===== config.mk =====
export PLATFORM = sky130hd
export DESIGN_NAME = clksel_ctrl
export DESIGN_NICKNAME = d
export VERILOG_FILES = /design/src/rtl/clksel_ctrl.sv
export SDC_FILE = /design/constraint.sdc
export NUM_CORES = 1
export LEC_CHECK = 0
export ABC_AREA = 1
export BUFFER_PORTS_ARGS = -buffer_cell sky130_fd_sc_hd__buf_4
export CAP_MARGIN = 20
export CORE_MARGIN = 5
export CORE_UTILIZATION = 45
export CTS_BUF_LIST = sky130_fd_sc_hd__clkbuf_8 sky130_fd_sc_hd__clkbuf_16
export CTS_CLUSTER_DIAMETER = 150
export CTS_CLUSTER_SIZE = 24
export DETAILED_ROUTE_END_ITERATION = 6
export PLACE_DENSITY = 0.74
export SKIP_CTS_REPAIR_TIMING = 1
export SLEW_MARGIN = 10
export SYNTH_ARGS = -nofsm -noshare
export SYNTH_HDL_FRONTEND = slang
export SYNTH_SLANG_ARGS = --single-unit

===== constraint.sdc =====
create_clock -name lsclk_in -period 2.1 [get_ports lsclk_in]
set_clock_uncertainty 0.1 [all_clocks]
set_input_delay 0.21 -clock lsclk_in [delete_from_list [all_inputs] [get_ports lsclk_in]]
set_output_delay 0.21 -clock lsclk_in [all_outputs]
set_load 0.02 [all_outputs]

===== src/rtl/clksel_ctrl.sv =====
// rtl/clksel_ctrl.sv - hsclk_sel sequencer for the glitch-free PHI2 clock switch
module clksel_ctrl #(
    parameter int SYNC_STAGES   = 2,
    parameter int SETTLE_CYCLES = 2,
    parameter int TIMEOUT       = 15
) (
    input  logic       lsclk_in,
    input  logic       rst_b,
    input  logic       turbo_en,
    input  logic       host_req,
    input  logic [1:0] cpuclk_div_cfg,
    input  logic       hsclk_selected,
    input  logic       lsclk_selected,
    output logic       hsclk_sel,
    output logic [1:0] cpuclk_div_sel,
    output logic       host_ready,
    output logic       switch_fault,
    output logic [7:0] sw_count,
    output logic [1:0] state_dbg
);

    typedef enum logic [1:0] {
        ST_LS    = 2'b00,
        ST_TO_HS = 2'b01,
        ST_HS    = 2'b10,
        ST_TO_LS = 2'b11
    } state_t;

    localparam logic [3:0] SETTLE_MAX = 4'(SETTLE_CYCLES);
    localparam logic [7:0] TO_LAST    = 8'(TIMEOUT - 1);

    logic [SYNC_STAGES-1:0] r_hs_sync;
    logic [SYNC_STAGES-1:0] r_ls_sync;
    state_t                 r_state;
    logic                   r_hsclk_sel;
    logic [1:0]             r_div_sel;
    logic [3:0]             r_settle_cnt;
    logic [7:0]             r_to_cnt;
    logic                   r_fault;
    logic [7:0]             r_sw_count;

    state_t                 w_state;
    logic                   w_hsclk_sel;
    logic [1:0]             w_div_sel;
    logic [3:0]             w_settle_cnt;
    logic [7:0]             w_to_cnt;
    logic                   w_fault;
    logic [7:0]             w_sw_count;
    logic                   w_hs_s;
    logic                   w_ls_s;
    logic                   w_hs_ok;
    logic                   w_ls_ok;
    logic                   w_go_hs;

    // Feedback synchronizers reset to "switch is on the low-speed clock".
    always_ff @(posedge lsclk_in or negedge rst_b) begin
        if (!rst_b) begin
            r_hs_sync <= '0;
            r_ls_sync <= '1;
        end else begin
            r_hs_sync <= {r_hs_sync[SYNC_STAGES-2:0], hsclk_selected};
            r_ls_sync <= {r_ls_sync[SYNC_STAGES-2:0], lsclk_selected};
        end
    end

    assign w_hs_s  = r_hs_sync[SYNC_STAGES-1];
    assign w_ls_s  = r_ls_sync[SYNC_STAGES-1];
    assign w_hs_ok = w_hs_s & ~w_ls_s;
    assign w_ls_ok = w_ls_s & ~w_hs_s;
    assign w_go_hs = turbo_en & ~host_req & ~r_fault;

    always_ff @(posedge lsclk_in or negedge rst_b) begin
        if (!rst_b) begin
            r_state      <= ST_LS;
            r_hsclk_sel  <= 1'b0;
            r_div_sel    <= 2'b11;
            r_settle_cnt <= '0;
            r_to_cnt     <= '0;
            r_fault      <= 1'b0;
            r_sw_count   <= '0;
        end else begin
            r_state      <= w_state;
            r_hsclk_sel  <= w_hsclk_sel;
            r_div_sel    <= w_div_sel;
            r_settle_cnt <= w_settle_cnt;
            r_to_cnt     <= w_to_cnt;
            r_fault      <= w_fault;
            r_sw_count   <= w_sw_count;
        end
    end

    always_comb begin
        w_state      = r_state;
        w_hsclk_sel  = r_hsclk_sel;
        w_div_sel    = r_div_sel;
        w_settle_cnt = r_settle_cnt;
        w_to_cnt     = r_to_cnt;
        w_fault      = r_fault;
        w_sw_count   = r_sw_count;
        case (r_state)
            ST_LS: begin
                // Divider may only move while the CPU runs from the host clock.
                w_div_sel = cpuclk_div_cfg;
                if (r_settle_cnt != SETTLE_MAX) begin
                    w_settle_cnt = r_settle_cnt + 4'd1;
                end
                if (r_settle_cnt == SETTLE_MAX && w_go_hs) begin
                    w_state     = ST_TO_HS;
                    w_hsclk_sel = 1'b1;
                    w_to_cnt    = '0;
                end
            end
            ST_TO_HS: begin
                if (!w_go_hs) begin
                    w_state     = ST_TO_LS;
                    w_hsclk_sel = 1'b0;
                    w_to_cnt    = '0;
                end else if (w_hs_ok) begin
                    w_state = ST_HS;
                end else if (r_to_cnt == TO_LAST) begin
                    w_fault     = 1'b1;
                    w_state     = ST_TO_LS;
                    w_hsclk_sel = 1'b0;
                end else begin
                    w_to_cnt = r_to_cnt + 8'd1;
                end
            end
            ST_HS: begin
                if (!w_go_hs) begin
                    w_state     = ST_TO_LS;
                    w_hsclk_sel = 1'b0;
                    w_to_cnt    = '0;
                    if (r_sw_count != 8'hFF) begin
                        w_sw_count = r_sw_count + 8'd1;
                    end
                end
            end
            ST_TO_LS: begin
                // Stay here until the switch confirms LS, even after a timeout.
                if (w_ls_ok) begin
                    w_state      = ST_LS;
                    w_settle_cnt = '0;
                end else if (r_to_cnt == TO_LAST) begin
                    w_fault = 1'b1;
                end else begin
                    w_to_cnt = r_to_cnt + 8'd1;
                end
            end
            default: w_state = ST_LS;
        endcase
    end

    assign hsclk_sel      = r_hsclk_sel;
    assign cpuclk_div_sel = r_div_sel;
    assign host_ready     = (r_state == ST_LS) & host_req;
    assign switch_fault   = r_fault;
    assign sw_count       = r_sw_count;
    assign state_dbg      = r_state;

endmodule


Word-level counts from Yosys, hierarchy flattened
Index checks and enable logic that the tools add are counted.
Widths: inputs -> output; s select.
- equality and inequality tests: 17
- shifts and indexed selects: 0
- $add $sub $neg: 3
- bitwise gates (word level): 10
- multiply operators: 0
- div/mod/pow operators: 0
- $lt $le $gt $ge: 0
- muxes and demuxes: 28
- reduce and logical (&&, ||, !) cells: 11
- operator list (kind ; count):
    $mux 8 ; 6
    $pmux 8 s4 ; 1
    $add 8x1->8 const B ; 2
    $ne 2x2->1 const B ; 7
    $mux 2 ; 6
    $reduce_and 4->1 ; 3
    $mux 1 ; 9
    $eq 8x4->1 const B ; 1
    $mux 4 ; 2
    $ne 8x8->1 const B ; 1
    $pmux 2 s4 ; 1
    $pmux 4 s2 ; 1
    $ne 3x3->1 const B ; 2
    $reduce_and 3->1 ; 2
    $and 1x1->1 ; 5
    $not 1->1 ; 5
    $reduce_and 5->1 ; 1
    $add 4x1->4 const B ; 1
    $eq 2x2->1 const B ; 2
    $eq 4x2->1 const B ; 1
    $ne 4x2->1 const B ; 1
    $ne 4x4->1 const B ; 1
    $reduce_bool 2->1 ; 2
    $pmux 1 s3 ; 1
    5 further kinds ; 5
- memory bits (read-only): 0
- input bits: 8
- logic and storage cells: 78
- output and inout port bits: 15
- memory bits (writable): 0
- memories kept: 0
- bits in registers: 30
- bits in latches: 0

Depth between registers and ports, before layout
Gate-level depths: netlist of the first run.
- depth in word-level cells: 6
- depth in mapped cells: 11
- mapped depth without buffers: 11

Worst setup path after synthesis of the first run
No wires, ideal clock.
- kind: register -> register
- start point: register r_state[1], in the netlist state_dbg[1]
- end point: register r_to_cnt[3]
- cell stages (with the launch flop): 11
- library setup time: 0.117 ns
- clock period less this slack: 1.730 ns
- data required time: 1.883 ns
- path buffers: 0
- slack: 0.370 ns
- data arrival time: 1.513 ns
- cells stage by stage: dfrtp_1 > inv_1 > ha_1 > inv_1 > nor2_1 > nand2_1 > nand2_4 > nor2_8 > inv_6 > nand2_1 > nand2_1
- cells in the longest elaborated chain, start to end: 3
- elaborated cells between the ends (all ways): 10
- classes of those cells: eq/ne: 7; mux: 1; reduce/logical: 2
- RTL lines (item ; line ; text):
    from (decl) ; 34 ; state_t r_state;
    from (signal assigned) ; 82 ; r_state <= w_state;
    $eq 2x1->1, or another cell as far along ; 100 ; case (r_state)
    $ne 3x3->1 (no line) / $ne 2x2->1 (equally long branches) ; n/a ;
    $reduce_and 4->1 (no line) ; n/a ;
    to (signal assigned) ; 86 ; r_to_cnt <= w_to_cnt;
    to (decl) ; 38 ; logic [7:0] r_to_cnt;
Several ways; a longest one is shown, not always the timed one.
A chain may end at the register's enable or synchronous reset.

Final worst setup path of the first run
- start point: register r_state[1], in the netlist state_dbg[1]
- end point: register r_to_cnt[4]
Same word-level chain as after synthesis.

==> parameters.txt, run 1 <==
Parameter                              Value

Status
  Status ... finished, final reports clean

GRT
  Initial antenna violation count ... 0
  Largest net degree at the start of global routing ... 31
  GRT Resource Usage Total ... 0.154
  Global-route wire length before repair ... about 6700 um
  Remaining global-route overflow ... 0
  Via count of the first global-routing pass ... between 1500 and 2000

Floorplan
  Effective utilization at floorplan ... 0.473
  Area of the placeable core ... between 0.004 and 0.005 mm^2
  Row cnt ... 23
  Vert. Die Dim ... between 70 and 80 um
  Total I/O pin count ... 23
  Horizontal extent of the die ... between 70 and 80 um
  Die area ... around 0.0057 mm^2

Drt
  Via count ... about 1700
  Sum of routed wire length over all layers ... between 3000 and 4000 um
  First-pass iteration count of the detailed router ... 4
  Routed length per instance ... between 10 and 15 um
  DRC Markers ... 0
  Remaining antenna violation count ... 0
  Iteration-0 DRC Markers ... approximately 130
  Via density ... 4.91

Pwr
  VDD IR-drop max ... 384 uV
  Leakage dissipation ... 1.14 nW
  Total power per unit cell area ... ~490 mW/mm^2

Synth
  Distinct cell type count after synthesis ... 29
  Dominant combinational cell family by area after synthesis ... simple AND/OR/NAND/NOR gates
  Avg Inst Size Synth ... between 7 and 8 um^2
  Area share of xor/xnor cells in the synthesized design ... 0.0365
  Multiplexer share of the synthesized area ... 0
  Post-synth design cell area ... around 0.0019 mm^2
  Yosys reg bits ... 30
  Warnings from Yosys ... 0
  Complex-gate fraction of the synthesized area ... 0.0561
  Arithmetic-cell share of the synthesized area counting full adders, half adders and majority gates ... 0.0652
  Nets in the synthesized netlist ... 272
  Sequential-to-total area share from yosys stat ... 0.394
  Number of instances in the synthesized netlist ... ~250
  Area fraction in and, or, nand and nor cells after synthesis ... 0.380

Min path
  Hold Path Depth ... 3
  Start point of the worst hold path ... cpuclk_div_cfg[0]
  Hold/Removal Path Class ... in -> reg

STA
  Maximum achievable frequency ... roughly 540 MHz
  Sum of negative setup slack ... 0 ns
  Final period utilization ... 0.889
  Total count of max-transition violations in the final report ... 0
  Tmin final ... around 1.9 ns
  Number of hold violations in the final report ... 0
  Slew of the pin with the lowest slew margin ... 0.377 ns
  Unrepaired setup endpoints after global routing ... false
  Worst hold slack after final layout ... 0.0258 ns
  Slew headroom ... 0.749
  # setup viols final ... 0

Finish
  Final std cells w/o fill ... between 300 and 400
  Antenna Cells ... 0
  Net count, final ... 303
  Area Overhead vs Synth ... 17.9%
  Layout cell share with drive strength beyond 1 ... 0.199
  Util after Layout ... 0.558
  Commonest cells after routing, fill and taps aside ... nand2_1, dfrtp_1, inv_1
  Most frequent standard cell in the layout excluding fill and tap cells ... nand2_1

CTS
  Number of clock buffers inserted by TritonCTS ... 5
  Clock insertion delay at the later pin of the skew report ... between 0.2 and 0.3 ns
  Clk buf depth ... 2
  CTS clk-pin slew, worst paths ... about 0.07 ns
  Clock sink total ... 30
  Clock H-tree levels ... 2
  Root buffer cell ... clkbuf_8
  CTS tree ... yes

Worst setup path
  Last element of the critical path ... r_to_cnt[4]$_DFFE_PN0P_
  Setup crit start ... state_dbg[1]$_DFFE_PN0P_
  Reg-to-Reg End ... r_to_cnt[4]$_DFFE_PN0P_
  Path depth of the worst reg2reg path ... 10
  Crit path kind ... reg -> reg
  Maximum fanout count along the critical path ... 9
  Arrival time at the worst endpoint ... around 1.9 ns
  Startpoint types ... flop
  Setup slack of the worst register-to-register path ... around 0.23 ns
  Reg2Reg Launch Point ... state_dbg[1]$_DFFE_PN0P_
  Crit end category ... flop
  Required time of the worst setup path ... 2.16 ns

Placement
  IO buf count ... 22
  Post-detail-place hpwl ... between 2000 and 3000 um
  Post-placement cell count ... around 330
  Gp weighted congestion ... 0.862

Job
  Max-cap violation count ... 0
[cell families after synthesis]
logic type / after synthesis
xor gates and xnor gates: 8
buffers and inverters: 33
AOI/OAI and AO/OA: 16
adders and majority gates: 10
DFF: 30
and+or+nand+nor: 157
[how the worst min path moves through the flow]
stage,to,slack [ns]
floorplan,hsclk_sel$_DFFE_PN0P_,-0.19
detailed placement,hsclk_sel$_DFFE_PN0P_,0.06
finish,cpuclk_div_sel[0]$_DFFE_PN1N_,0.03
global placement,r_hs_sync[0]$_DFF_PN0_,0.06
global route,cpuclk_div_sel[1]$_DFFE_PN1N_,0.04
CTS,r_settle_cnt[3]$_DFFE_PN0P_,-0.25
[metrics by stage]
| stage | power [mW] | instance area, um^2 | setup WS (ns) |
|---|---|---|---|
| 2_1_floorplan | 0.612 | 1920 | 0.370 |
| 3_3_place_gp | 0.641 | 2140 | 0.286 |
| 3_5_place_dp | 0.642 | 2140 | 0.281 |
| 4_1_cts | 1.12 | 2230 | 0.256 |
| 5_1_grt | 1.15 | 2260 | 0.0998 |
| 6_report | 1.11 | 2260 | 0.232 |
[layer usage]
| metal | track usage | vias up | routed length (um) |
|---|---|---|---|
| li1 | - | 860 | - |
| met1 | 0.203 | 754 | 1870 |
| met2 | 0.250 | 34 | 1840 |
| met3 | 0.0414 | 3 | 183 |
| met4 | 0.0408 | 0 | 32 |
| met5 | 0 | - | 0 |
[state kept, by name, indices dropped and copies added (netlist names)]
register / cells
hsclk_sel: 1
r_hs_sync: 2
sw_count: 8
r_settle_cnt: 4
r_to_cnt: 8
state_dbg: 2
r_ls_sync: 2
switch_fault: 1
cpuclk_div_sel: 2
[critical path, cell delays in order (launching register included)]
cell and delay [ns]:
dfrtp_1 0.44, inv_1 0.12, ha_1 0.28, inv_1 0.15, nor2_1 0.08, nand2_1 0.13, nand2_4 0.08, nor2_8 0.19
inv_6 0.06, nand2_1 0.06, nand2_1 0.05
[cell usage after synthesis]
library cell  instances  area [um^2]
or2_2                 1         6.26
nor3_4                1         16.3
nand2_1              93          349
nor2_1               20         75.1
nand3_2               1         10.0
ha_1                 10          125
nand3b_1              2         15.0
nand4_1               5         31.3
a31oi_4               1         21.3
xor2_1                5         43.8
a21oi_2               1         8.76
nor2_2                1         6.26
nand2_2               2         12.5
dfrtp_1              26          651
nor2_8                1         20.0
nand2_4               4         45.0
clkbuf_2              1         5.00
nand3_1              20          100
o22ai_2               1         12.5
xnor2_1               3         26.3
inv_1                24         90.1
nor2_4                2         22.5
inv_6                 1         8.76
a21oi_1               3         15.0
nor3_1                4         20.0
dfstp_2               4          105
o21ai_0               6         30.0
inv_2                 7         26.3
o21ai_1               4         20.0
[layout make-up]
class	count	area (um^2)
multi-input cells	191	1030
fillers	383	1800
well taps	50	62.6
flip-flops and latches	30	756
inverters	32	125
repair buffers	25	195
clock buffers	6	82.6
clock inverters	2	8.76
[report_power, final]
part / leakage (nW) / total, mW / internal, mW / switching, mW
Combinational: 0.706 / 0.0442 / 0.0180 / 0.0263
Clock: 0.0524 / 0.471 / 0.259 / 0.212
Sequential: 0.380 / 0.590 / 0.587 / 0.00325
(Power assumes the default switching activity.)
==> inputs of run 2 (changes only) <==
CORE_UTILIZATION = 37   (was 45)
PLACE_DENSITY = 0.65   (was 0.74)
==> parameters.txt, run 2 (synthesized netlist as in run 1, its figures left out) <==
Parameter                              Value

Status
  Status ... finished, final reports clean

STA
  Final worst-path setup slack ... around 0.32 ns
  Worst hold slack after final layout ... roughly 0.042 ns
  Slew headroom ... 0.749
  Slew of the pin with the lowest slew margin ... 0.376 ns
  Unrepaired setup endpoints after global routing ... false
  Sum of negative setup slack ... 0 ns
  Maximum achievable frequency ... approximately 560 MHz
  # setup viols final ... 0
  Number of hold violations in the final report ... 0
  Total count of max-transition violations in the final report ... 0
  Final period utilization ... 0.846
  Tmin final ... between 1.5 and 2 ns

Finish
  Antenna Cells ... 0
  Most frequent standard cell in the layout excluding fill and tap cells ... nand2_1
  Multi-input combinational cell area ... between 0.001 and 0.0015 mm^2
  Area Overhead vs Synth ... 20.4%
  Net count, final ... about 300
  FILL cells ... ~520
  Layout cell share with drive strength beyond 1 ... 0.200
  Commonest cells after routing, fill and taps aside ... nand2_1, dfrtp_1, inv_1
  Area used by sequential logic in the layout ... 756 um^2

GRT
  Initial antenna violation count ... 0
  Remaining global-route overflow ... 0
  Via count of the first global-routing pass ... between 1500 and 2000
  Global-route wire length before repair ... slightly below 7000 um
  GRT Resource Usage Total ... 0.131
  Largest net degree at the start of global routing ... 31

Floorplan
  Vert. Die Dim ... between 80 and 90 um
  Die area ... 0.00672 mm^2
  Total I/O pin count ... 23
  Row cnt ... 26
  Horizontal extent of the die ... ~80 um
  Area of the placeable core ... between 0.005 and 0.006 mm^2
  Effective utilization at floorplan ... 0.378

Drt
  Sum of routed wire length over all layers ... approximately 4000 um
  Routed length per instance ... ~11 um
  Remaining antenna violation count ... 0
  Via count ... between 1500 and 2000
  Via density ... about 4.7
  Iteration-0 DRC Markers ... between 90 and 100
  First-pass iteration count of the detailed router ... 4
  DRC Markers ... 0

Worst setup path
  Critical path buffer and inverter count ... 3
  Maximum fanout count along the critical path ... 6
  Crit path kind ... reg -> out
  Largest stage delay on the critical path ... around 0.43 ns
  Arrival time at the worst endpoint ... approximately 1.5 ns
  Required time of the worst setup path ... ~1.8 ns
  Reg2Reg Launch Point ... state_dbg[1]$_DFFE_PN0P_
  Cells traversed along the worst timing path ... inv_1 > ha_1 > nand2_1 > inv_1 > buf_4
  Path depth of the worst reg2reg path ... 10
  Crit end category ... output pin
  Dominant cell type by count on the critical path ... inv_1
  Highest-delay cell along the critical path ... dfrtp_1
  Setup slack of the worst register-to-register path ... around 0.33 ns
  Reg-to-Reg End ... r_to_cnt[5]$_DFFE_PN0P_
  Startpoint types ... flop
  Dominant delay contributor by cell family on the critical path ... flip-flops

Job
  Max-cap violation count ... 0

CTS
  CTS clk-pin slew, worst paths ... 0.06 ns
  CTS tree ... yes
  Root buffer cell ... clkbuf_8
  Clk buf depth ... 2
  Clock H-tree levels ... 2
  Clock insertion delay at the later pin of the skew report ... 0.28 ns
  Number of clock buffers inserted by TritonCTS ... 5
  Clock sink total ... 30

Min path
  Hold Path Depth ... 3
  Start point of the worst hold path ... cpuclk_div_cfg[1]
  Hold/Removal Path Class ... in -> reg
  Worst Hold Path EP ... cpuclk_div_sel[1]$_DFFE_PN1N_

Pwr
  Leakage dissipation ... approximately 1.1 nW
  VDD IR-drop max ... between 300 and 400 uV
  Total power per unit cell area ... roughly 530 mW/mm^2

Placement
  IO buf count ... 22
  Worst slack, placed ... roughly 0.32 ns
  Post-detail-place hpwl ... ~3000 um
  Gp weighted congestion ... between 0.8 and 0.9
run 2: cell type report:
type | count | area share
clock buffer | 6 | 0.0358
clock inverter | 1 | 0.0130
inverter | 32 | 0.0542
multi-input combinational | 191 | 0.447
sequential | 30 | 0.327
tap | 70 | 0.0379
timing repair buffer | 25 | 0.0846
run 2: routing by layer:
layer | wire [um] | global-route usage | up-vias
met5 | 0 | 0 | -
met4 | 78 | 0.0449 | 0
met3 | 128 | 0.0296 | 11
met2 | 1890 | 0.220 | 34
met1 | 1820 | 0.165 | 760
li1 | - | - | 862
run 2: worst max path at each step:
| stage | from | endpoint | slack, ns | depth (start not counted) |
|---|---|---|---|---|
| finish | state_dbg[0]$_DFFE_PN0P_ | host_ready | 0.32 | 5 |
| global route | state_dbg[1]$_DFFE_PN0P_ | r_to_cnt[2]$_DFFE_PN0P_ | 0.08 | 8 |
| CTS | state_dbg[0]$_DFFE_PN0P_ | host_ready | 0.29 | 5 |
| detailed placement | state_dbg[1]$_DFFE_PN0P_ | r_to_cnt[3]$_DFFE_PN0P_ | 0.32 | 10 |
| global placement | state_dbg[1]$_DFFE_PN0P_ | r_to_cnt[3]$_DFFE_PN0P_ | 0.34 | 10 |
| floorplan | state_dbg[1]$_DFFE_PN0P_ | r_to_cnt[3]$_DFFE_PN0P_ | 0.37 | 10 |
run 2: where the power goes:
part	total (mW)	internal, mW	leakage, nW	switching, mW
logic	0.0440	0.0180	0.706	0.0260
registers	0.590	0.587	0.380	0.00304
clock network	0.591	0.379	0.0573	0.212
total	1.23	0.984	1.14	0.241
run 2: per-stage QoR:
step / util / instances / power (mW) / cell area, um^2
after floorplan: - / 254 / 0.612 / 1920
after global placement: 0.427 / 345 / 0.641 / 2170
after detailed placement: 0.427 / 345 / 0.642 / 2170
after CTS: 0.449 / 352 / 1.24 / 2280
after global routing: 0.455 / 355 / 1.27 / 2310
final: 0.455 / 355 / 1.23 / 2310
run 2: tightest hold or removal path, stage by stage:
cell,delay (ns)
buf_4,0.08
nand2_1,0.04
nand2_1,0.06
